[src/rtl/mem_c_deskew_pkg.sv]
// Shared systolic-array typedefs: deskew FSM states and counter sizing helpers.
// Imported by the deskew top, its lane columns and the interface.
package mem_c_deskew_pkg;

  typedef enum logic [1:0] {
    ST_IDLE    = 2'd0,
    ST_CAPTURE = 2'd1,
    ST_DONE    = 2'd2
  } deskew_state_t;

  // The counter must reach 2*DIM-2, the diagonal index of the last element.
  function automatic int cnt_width(input int dim);
    return (dim < 2) ? 1 : $clog2(2 * dim - 1);
  endfunction

  function automatic int row_width(input int dim);
    return (dim < 2) ? 1 : $clog2(dim);
  endfunction

endpackage

[src/rtl/mem_c_deskew_if.sv]
// Result-side bundle between the systolic array, the deskew buffer and its reader.
// Cin arrives skewed one cycle per lane; Cout is a combinational row readout.
interface mem_c_deskew_if #(
  parameter int BITS_C = 16,
  parameter int DIM    = 8
);
  import mem_c_deskew_pkg::*;

  localparam int RW = row_width(DIM);

  logic                     en;
  logic                     start;
  logic signed [BITS_C-1:0] Cin  [DIM];
  logic        [RW-1:0]     Crow;
  logic signed [BITS_C-1:0] Cout [DIM];
  logic                     busy;
  logic                     done;

  modport master (
    output en, start, Cin, Crow,
    input  Cout, busy, done
  );

  modport slave (
    input  en, start, Cin, Crow,
    output Cout, busy, done
  );

endinterface

[src/rtl/mem_c_deskew_lane.sv]
// One result column: captures lane LANE's skewed stream into rows cnt-LANE.
// Write on the edge after we is seen; read is combinational; no backpressure.
module deskew_lane
  import mem_c_deskew_pkg::*;
#(
  parameter int BITS_C = 16,
  parameter int DIM    = 8,
  parameter int LANE   = 0,
  parameter int CW     = cnt_width(DIM),
  parameter int RW     = row_width(DIM)
) (
  input  logic                     clk,
  input  logic                     rst_n,
  input  logic                     we,
  input  logic        [CW-1:0]     cnt,
  input  logic        [RW-1:0]     row,
  input  logic signed [BITS_C-1:0] din,
  output logic signed [BITS_C-1:0] dout
);

  localparam logic [CW:0] LANE_W = (CW + 1)'(LANE);
  localparam logic [CW:0] DIM_W  = (CW + 1)'(DIM);

  logic signed [BITS_C-1:0] col [DIM];
  logic        [CW:0]       rel;
  logic                     hit;

  // Lane LANE carries row cnt-LANE; outside 0..DIM-1 it carries nothing for us.
  assign rel = {1'b0, cnt} - LANE_W;
  assign hit = we && ({1'b0, cnt} >= LANE_W) && (rel < DIM_W);

  always_ff @(posedge clk or negedge rst_n) begin
    if (!rst_n) begin
      for (int r = 0; r < DIM; r++) begin
        col[r] <= '0;
      end
    end else if (hit) begin
      col[rel[RW-1:0]] <= din;
    end
  end

  assign dout = col[row];

endmodule

[src/rtl/mem_c_deskew.sv]
// Deskew buffer for systolic results: 2*DIM-1 enabled edges from start to done.
// en=0 freezes FSM, counter and storage; start is ignored mid-capture.
module mem_c_deskew
  import mem_c_deskew_pkg::*;
#(
  parameter int BITS_C = 16,
  parameter int DIM    = 8
) (
  input logic           clk,
  input logic           rst_n,
  mem_c_deskew_if.slave io
);

  localparam int              CW       = cnt_width(DIM);
  localparam int              RW       = row_width(DIM);
  localparam logic [CW-1:0]   CNT_LAST = CW'(2 * DIM - 2);

  deskew_state_t state, state_nxt;
  logic [CW-1:0] cnt, cnt_nxt;
  logic          we;

  always_ff @(posedge clk or negedge rst_n) begin
    if (!rst_n) begin
      state <= ST_IDLE;
      cnt   <= '0;
    end else begin
      state <= state_nxt;
      cnt   <= cnt_nxt;
    end
  end

  always_comb begin
    state_nxt = state;
    cnt_nxt   = cnt;
    we        = 1'b0;
    if (io.en) begin
      unique case (state)
        ST_IDLE, ST_DONE: begin
          if (io.start) begin
            state_nxt = ST_CAPTURE;
            cnt_nxt   = '0;
          end
        end
        ST_CAPTURE: begin
          we = 1'b1;
          if (cnt == CNT_LAST) begin
            state_nxt = ST_DONE;
            cnt_nxt   = '0;
          end else begin
            cnt_nxt = cnt + 1'b1;
          end
        end
        default: begin
          state_nxt = ST_IDLE;
          cnt_nxt   = '0;
        end
      endcase
    end
  end

  // Flag decodes come straight off the state register.
  assign io.busy = (state == ST_CAPTURE);
  assign io.done = (state == ST_DONE);

  for (genvar g = 0; g < DIM; g++) begin : g_lane
    deskew_lane #(
      .BITS_C (BITS_C),
      .DIM    (DIM),
      .LANE   (g),
      .CW     (CW),
      .RW     (RW)
    ) u_lane (
      .clk   (clk),
      .rst_n (rst_n),
      .we    (we),
      .cnt   (cnt),
      .row   (io.Crow),
      .din   (io.Cin[g]),
      .dout  (io.Cout[g])
    );
  end

endmodule

[src/flat_wrapper.sv]
// flat-port wrapper written by rule: the top's interface ports become plain ports
module mem_c_deskew_flat import mem_c_deskew_pkg::*;
#(
  parameter int BITS_C = 16,
  parameter int DIM    = 8
)
  (clk, rst_n, io_en, io_start, io_Cin, io_Crow, io_Cout, io_busy, io_done);
  mem_c_deskew_if #(.BITS_C(BITS_C), .DIM(DIM)) io_i ();
  input logic clk;
  input logic rst_n;
  input wire logic [$bits(io_i.en)-1:0] io_en;
  input wire logic [$bits(io_i.start)-1:0] io_start;
  input wire logic [$bits(io_i.Cin)-1:0] io_Cin;
  input wire logic [$bits(io_i.Crow)-1:0] io_Crow;
  output wire logic [$bits(io_i.Cout)-1:0] io_Cout;
  output wire logic [$bits(io_i.busy)-1:0] io_busy;
  output wire logic [$bits(io_i.done)-1:0] io_done;
  assign io_i.en = io_en;
  assign io_i.start = io_start;
  assign io_i.Cin = {>>{io_Cin}};
  assign io_i.Crow = io_Crow;
  assign io_Cout = {>>{io_i.Cout}};
  assign io_busy = io_i.busy;
  assign io_done = io_i.done;
  mem_c_deskew #(.BITS_C(BITS_C), .DIM(DIM)) u_core (.clk(clk), .rst_n(rst_n), .io(io_i));
endmodule
[config.mk]
export PLATFORM = sky130hd
export DESIGN_NAME = mem_c_deskew_flat
export DESIGN_NICKNAME = d
export VERILOG_FILES = /design/src/rtl/mem_c_deskew_pkg.sv /design/src/rtl/mem_c_deskew_if.sv /design/src/rtl/mem_c_deskew_lane.sv /design/src/rtl/mem_c_deskew.sv /design/src/flat_wrapper.sv
export SDC_FILE = /design/constraint.sdc
export NUM_CORES = 1
export LEC_CHECK = 0
export BUFFER_PORTS_ARGS = -buffer_cell sky130_fd_sc_hd__buf_2
export CORE_MARGIN = 1.5
export CORE_UTILIZATION = 35
export CTS_CLUSTER_DIAMETER = 150
export DETAILED_ROUTE_END_ITERATION = 8
export MAX_ROUTING_LAYER = met4
export PLACE_DENSITY = 0.55
export SLEW_MARGIN = 25
export SYNTH_ARGS = -nofsm -noshare
export SYNTH_HDL_FRONTEND = slang
export SYNTH_SLANG_ARGS = --single-unit
[constraint.sdc]
create_clock -name clk -period 3.4 [get_ports clk]
set_input_delay 0 -clock clk [delete_from_list [all_inputs] [get_ports clk]]
set_output_delay 0 -clock clk [all_outputs]
set_load 0.03 [all_outputs]
## After elaboration in Yosys (flattened, before gate mapping)

Cells that the tools add are included.

- Register bits: 1030
- Latch bits: 0
- RAM bits: 0
- Bits in read-only memories: 0
- Output and inout bits: 130
- Memories: 0

- Add/sub/neg operators: 8
- $mul: 0
- Div/mod/pow operators: 0
- Magnitude comparators: 32
- Eq/ne operators: 5
- Shifts and indexed selects: 0
- Multiplexer cells: 56
- Bitwise gates (word level): 9
- Reduce and logical (&&, ||, !) cells: 27

Operator list:

| cell | count |
|---|---|
| 128-bit bitwise mux | 8 |
| 16-bit binary-select mux with 3-bit select | 8 |
| 16-bit demux with 3-bit select | 8 |
| 16-bit 2-to-1 mux | 24 |
| 4-bit greater-or-equal comparator, second input constant | 9 |
| 3-bit inverter with 4-bit output | 9 |
| 5-bit by 4-bit < comparator with 1-bit output, second input constant | 7 |
| 4-bit by 1-bit < comparator with 1-bit output, second input constant | 8 |
| 1-bit logical AND | 23 |
| 4-bit by 3-bit subtractor with 5-bit output, second input constant | 4 |
| 4-bit by 3-bit greater-or-equal comparator with 1-bit output, second input constant | 4 |
| 4-bit by 2-bit subtractor with 5-bit output, second input constant | 2 |
| 4-bit by 2-bit greater-or-equal comparator with 1-bit output, second input constant | 2 |
| 4-bit 2-to-1 mux | 2 |
| 4-bit case mux with 2 select lines | 1 |
| 4-bit by 1-bit subtractor with 5-bit output, second input constant | 1 |
| 4-bit by 1-bit adder with 4-bit output, second input constant | 1 |
| 4-bit == test, second input constant | 1 |
| 4-bit by 1-bit greater-or-equal comparator with 1-bit output, second input constant | 1 |
| 4-bit < comparator, second input constant | 1 |
| 2-bit 2-to-1 mux | 2 |
| 2-bit case mux with 2 select lines | 1 |
| 3-bit AND reduction | 1 |
| 2-bit by 1-bit == test with 1-bit output, second input constant | 1 |
| 7 further kinds | 8 |

## Depth between registers and ports, before layout

- Word-level depth: 7
- Depth in mapped cells: 11

## Cells and area by module

From an unflattened synthesis, not the netlist that was laid out.

- Cells, all modules: 2781
- Area total of the unflattened synthesis: 47347.9 um^2

By module, submodules not included:

| module | times used | cells each | area each (um^2) | seq. area each (um^2) |
|---|---|---|---|---|
| deskew_lane (u_core.g_lane[3].u_lane) | 1 | 349 | 5975.7 | 3203.1 |
| deskew_lane (u_core.g_lane[6].u_lane) | 1 | 343 | 5972.0 | 3203.1 |
| deskew_lane (u_core.g_lane[1].u_lane) | 1 | 347 | 5894.4 | 3203.1 |
| deskew_lane (u_core.g_lane[0].u_lane) | 1 | 337 | 5860.6 | 3203.1 |
| deskew_lane (u_core.g_lane[4].u_lane) | 1 | 341 | 5835.6 | 3203.1 |
| deskew_lane (u_core.g_lane[5].u_lane) | 1 | 350 | 5823.1 | 3203.1 |
| deskew_lane (u_core.g_lane[7].u_lane) | 1 | 339 | 5818.1 | 3203.1 |
| deskew_lane (u_core.g_lane[2].u_lane) | 1 | 340 | 5810.6 | 3203.1 |
| mem_c_deskew | 1 | 35 | 357.8 | 150.1 |

## Worst setup path after synthesis

No wires, ideal clock.

- Path type: register to register
- Start: reg u_core.cnt[2]
- End: reg u_core.g_lane[1].u_lane.col[101] (netlist name)
- Data arrival time: 2.562 ns
- Required time: 3.273 ns
- Setup slack: 0.710 ns
- Cell stages (with the launch flop): 12
- Path buffers: 4
- Path through: dfrtp_1 buf_6 buf_2 nor2_1 ha_1 a21bo_2 nor2_1 o31a_1 buf_4 nor4_4 buf_6 mux2_1

- Word-level cells in the longest chain between the ends: 7
- Elaborated cells on any way between the ends: 12
- Those cells by class: add/sub: 1; order compare: 4; mux: 3; bitwise: 1; reduce/logical: 3

RTL lines:

| what | RTL line | source |
|---|---|---|
| from (decl) | mem_c_deskew.sv:19 | `logic [CW-1:0] cnt, cnt_nxt;` |
| from (signal assigned) | mem_c_deskew.sv:28 | `cnt <= cnt_nxt;` |
| 4-bit by 1-bit subtractor with 5-bit output | mem_c_deskew_lane.sv:29 | `assign rel = {1'b0, cnt} - LANE_W;` |
| 3-bit inverter with 4-bit output (implied by the code) | mem_c_deskew_lane.sv:38 | `col[rel[RW-1:0]] <= din;` |
| 4-bit greater-or-equal comparator (implied by the code) or 4-bit by 1-bit < comparator with 1-bit output (tied branches) | mem_c_deskew_lane.sv:38 |  |
| 1-bit logical AND (implied by the code) | mem_c_deskew_lane.sv:38 |  |
| 16-bit 2-to-1 mux (implied by the code) | mem_c_deskew_lane.sv:38 |  |
| 16-bit demux with 3-bit select | mem_c_deskew_lane.sv:38 |  |
| 128-bit bitwise mux | mem_c_deskew_lane.sv:38 |  |
| to (signal, indexed assignment) | mem_c_deskew_lane.sv:38 |  |
| to (decl) | mem_c_deskew_lane.sv:24 | `logic signed [BITS_C-1:0] col [DIM];` |

Several ways; a longest one is shown, not always the timed one.
A chain may end at the register's enable or synchronous reset.

## Final worst setup path

- Start: reg u_core.cnt[0]
- End: reg u_core.g_lane[1].u_lane.col[50] (netlist name)

The elaborated chain is that of the path after synthesis.

==> impl_results.md <==
* Syn Area/Cell at 16.9 um2
* Setup TNS at 0 ns
* Number of cells produced by synthesis at 2,759
* Slew @ Worst Pin at 0.958 ns
* Initial Util at 35.4%
* Unrepaired setup endpoints after global routing: false
* Final period utilization at 91.5%
* # Max-Cap Violations at 0
* R2R cell count at 7
* Worst hold path type: in2reg
* P_int at 29.0 mW
* Hold depth at 3
* Post-synth EDFFs at 0
* Pwr per Cell Area at 740 nW/um2
* Die H at 368 um
* GP Congestion at 0.810
* Worst Setup Start Kind: flop
* Wirelength, routed at 121,000 um
* Crit path time final at 3.11 ns
* Most frequent cells in the layout: mux2_2 (1,057), dfrtp_1 (1,030), buf_2 (260), mux4_2 (256), dlygate4sd3_1 (132)
* Skew final at 0.0214 ns
* Syn_nets at 2,904
* Sequential-to-total area share from yosys stat at 55.3%
* Peak VDD IR at 0.513 mV
* Primary FF master, synth: dfrtp_1
* Achievable Freq at 321 MHz
* CP Max Fanout at 18
* CTS resizes at 0
* Std cell rows at 133
* CORE AREA at 132,000 um2
* Layout cells sized above 1 at 57.9%
* Overflow after GRT at 0
* Yosys reg bits at 1,030
* Initial DRC Count at 1,104
* Worst endpoint required time at 4.00 ns
* Slew margin rel. at 36.2%
* Total clock buffers created by CTS at 113
* Flop pwr share at 44.0%
* Critical path origin: u_core.cnt[0]
* Die Span X at 368 um
* Clock latency on the worst-skew pair at 0.73 ns
* WL/cell at 23.8 um
* Tot GR Track Use at 18.6%
* Largest net degree at the start of global routing at 116
* Clk slew on worst S/H paths at 0.06 ns
* I/O Buffers at 264
* Clk pwr share at 29.1%
* Top-Level Pins at 265
* Leak Pwr at 26.2 nW
* Die ar. at 135,000 um2
* Combinational group share of total power at 26.9%
* Status: complete, no violations
* CP endpoint kind: flop
* Startpoint of the worst hold path: io_Cin[9]
* Final setup viols at 0
* First-pass GRT wire length at 187,000 um
* Final Hold Fails at 0
* Root buffer cell: clkbuf_16
* Final Slew Violations at 0
* Clock sinks at 1,030
* Drt pass-1 iters at 5
* Worst R2R Start: u_core.cnt[0]
* H-tree depth at 3
* Filler instances at 11,900
* Via count at 26,400
* Mapped Area at 46,600 um2
* Vias per inst at 5.20
* Net Sw Power at 12.1 mW
* Kind of critical path: reg2reg
* Synth async-reset ratio at 100%
* Switching Share at 29.4%
* CTS tree: yes
* DP Cell Count at 4,730
* Vias in the first global route at 30,100
* Final ANT Viol Nets at 0
* Area grow syn2layout at 19.0%
* Initial antenna violation count at 11
* Maximum clock path buffer count at 3
* WHS at 0.137 ns
* Commonest non-fill, non-tap cell in the layout: mux2_2
* Synth cell types at 54
* Ys Warns at 0
* Arr. time, crit path at 3.71 ns
* Fin nets at 3,368
* Remaining DRCs at 0
* Layout Cells excl Fill at 5,073
* Final HPWL DP at 76,000 um
[power groups by stage]
stage | combinational, mW | clock, mW | sequential [mW]
finish | 11.0 | 12.0 | 18.1
global route | 11.9 | 12.9 | 18.5
CTS | 11.2 | 12.4 | 18.1
detailed placement | 11.0 | 0 | 18.3
global placement | 10.6 | 0 | 17.8
floorplan | 8.26 | 0 | 17.5
[metal layers]
metal	share of wire [%]	GRT usage, %
met3	4.0	3.50
met2	50	30.6
met1	42	22.7
met4	3.5	6.75
met5	0	-
[critical path, stage by stage, from the launching register on]
cell and delay [ns]:
dfrtp_1 0.67, inv_2 0.18, ha_1 0.39, o21ai_0 0.27
nand3_2 0.41, nor4_4 0.29, buf_4 0.35, mux2_2 0.39
[final timing paths]
| check | end | slack, ns |
|---|---|---|
| max | u_core.g_lane[1].u_lane.col[50] | 0.29 |
| min | u_core.g_lane[7].u_lane.col[105] | 0.14 |
| max reg2reg | u_core.g_lane[1].u_lane.col[50] | 0.29 |
| min reg2reg | u_core.g_lane[1].u_lane.col[77] | 0.48 |
| max in group asynchronous | u_core.g_lane[5].u_lane.col[97] | 2.43 |
| min in group asynchronous | u_core.g_lane[5].u_lane.col[68] | 0.16 |
[state kept, by name, summed over array words and instances, names as in the netlist]
| signal | cells |
|---|---|
| u_core.state | 2 |
| u_core.cnt | 4 |
| u_core.g_lane.u_lane.col | 1024 |
[through the flow]
stage / total power [mW] / setup slack [ns] / instance area, um2 / util (%)
floorplan: 25.7 / 0.710 / 46600 / -
global placement: 28.4 / 0.454 / 50500 / 38.3
global route: 43.3 / 0.0948 / 55500 / 42.1
detailed placement: 29.3 / 0.359 / 50500 / 38.3
finish: 41.1 / 0.289 / 55500 / 42.1
CTS: 41.7 / 0.331 / 55500 / 42.1
[kinds of logic (layout without fill, tap and decap cells)]
kind of cell               after synthesis  in the layout  share of synthesized area, %
buffers and inverters                  166            716                          1.82
AOI/OAI and AO/OA                       29             29                         0.456
and+or+nand+nor                        113            113                          1.88
DFF                                   1030           1030                          55.3
adders and majority gates               10             10                         0.268
other                                    0              9                             0
xor gates and xnor gates                 3              3                         0.113
muxes                                 1408           1408                          40.2
[layout make-up]
class | instances | area (um2) | share of cell area (%)
well taps | 1755 | 2200 | 3.96
clock inverters | 28 | 300 | 0.541
flip-flops and latches | 1030 | 25800 | 46.4
multi-input cells | 1563 | 20100 | 36.2
repair buffers | 507 | 3770 | 6.79
clock buffers | 173 | 3310 | 5.97
diodes | 9 | 22.5 | 0.0406
inverters | 8 | 30.0 | 0.0541
[Yosys cell counts (7+ instances only)]
master / n / share of area, %
nor2_1: 15 / 0.12
dfrtp_1: 1030 / 55
mux2_1: 95 / 2.3
mux4_2: 256 / 12
nand2_2: 7 / 0.094
buf_1: 17 / 0.14
nand3_1: 10 / 0.11
clkbuf_1: 63 / 0.51
buf_6: 16 / 0.39
buf_4: 11 / 0.18
nor4_4: 8 / 0.36
mux2_2: 1057 / 26
buf_2: 51 / 0.55
o21ai_0: 11 / 0.12
nor3_4: 9 / 0.31
nand2_1: 25 / 0.20
ha_1: 10 / 0.27
[what timing repair did]
item,4_1_cts,5_1_grt
hold buffers,133,0
setup buffers,0,0
endpoints found under the setup margin,0,0
hold endpoints to repair,1668,0
No activity file was read; power rests on OpenSTA's default activity.
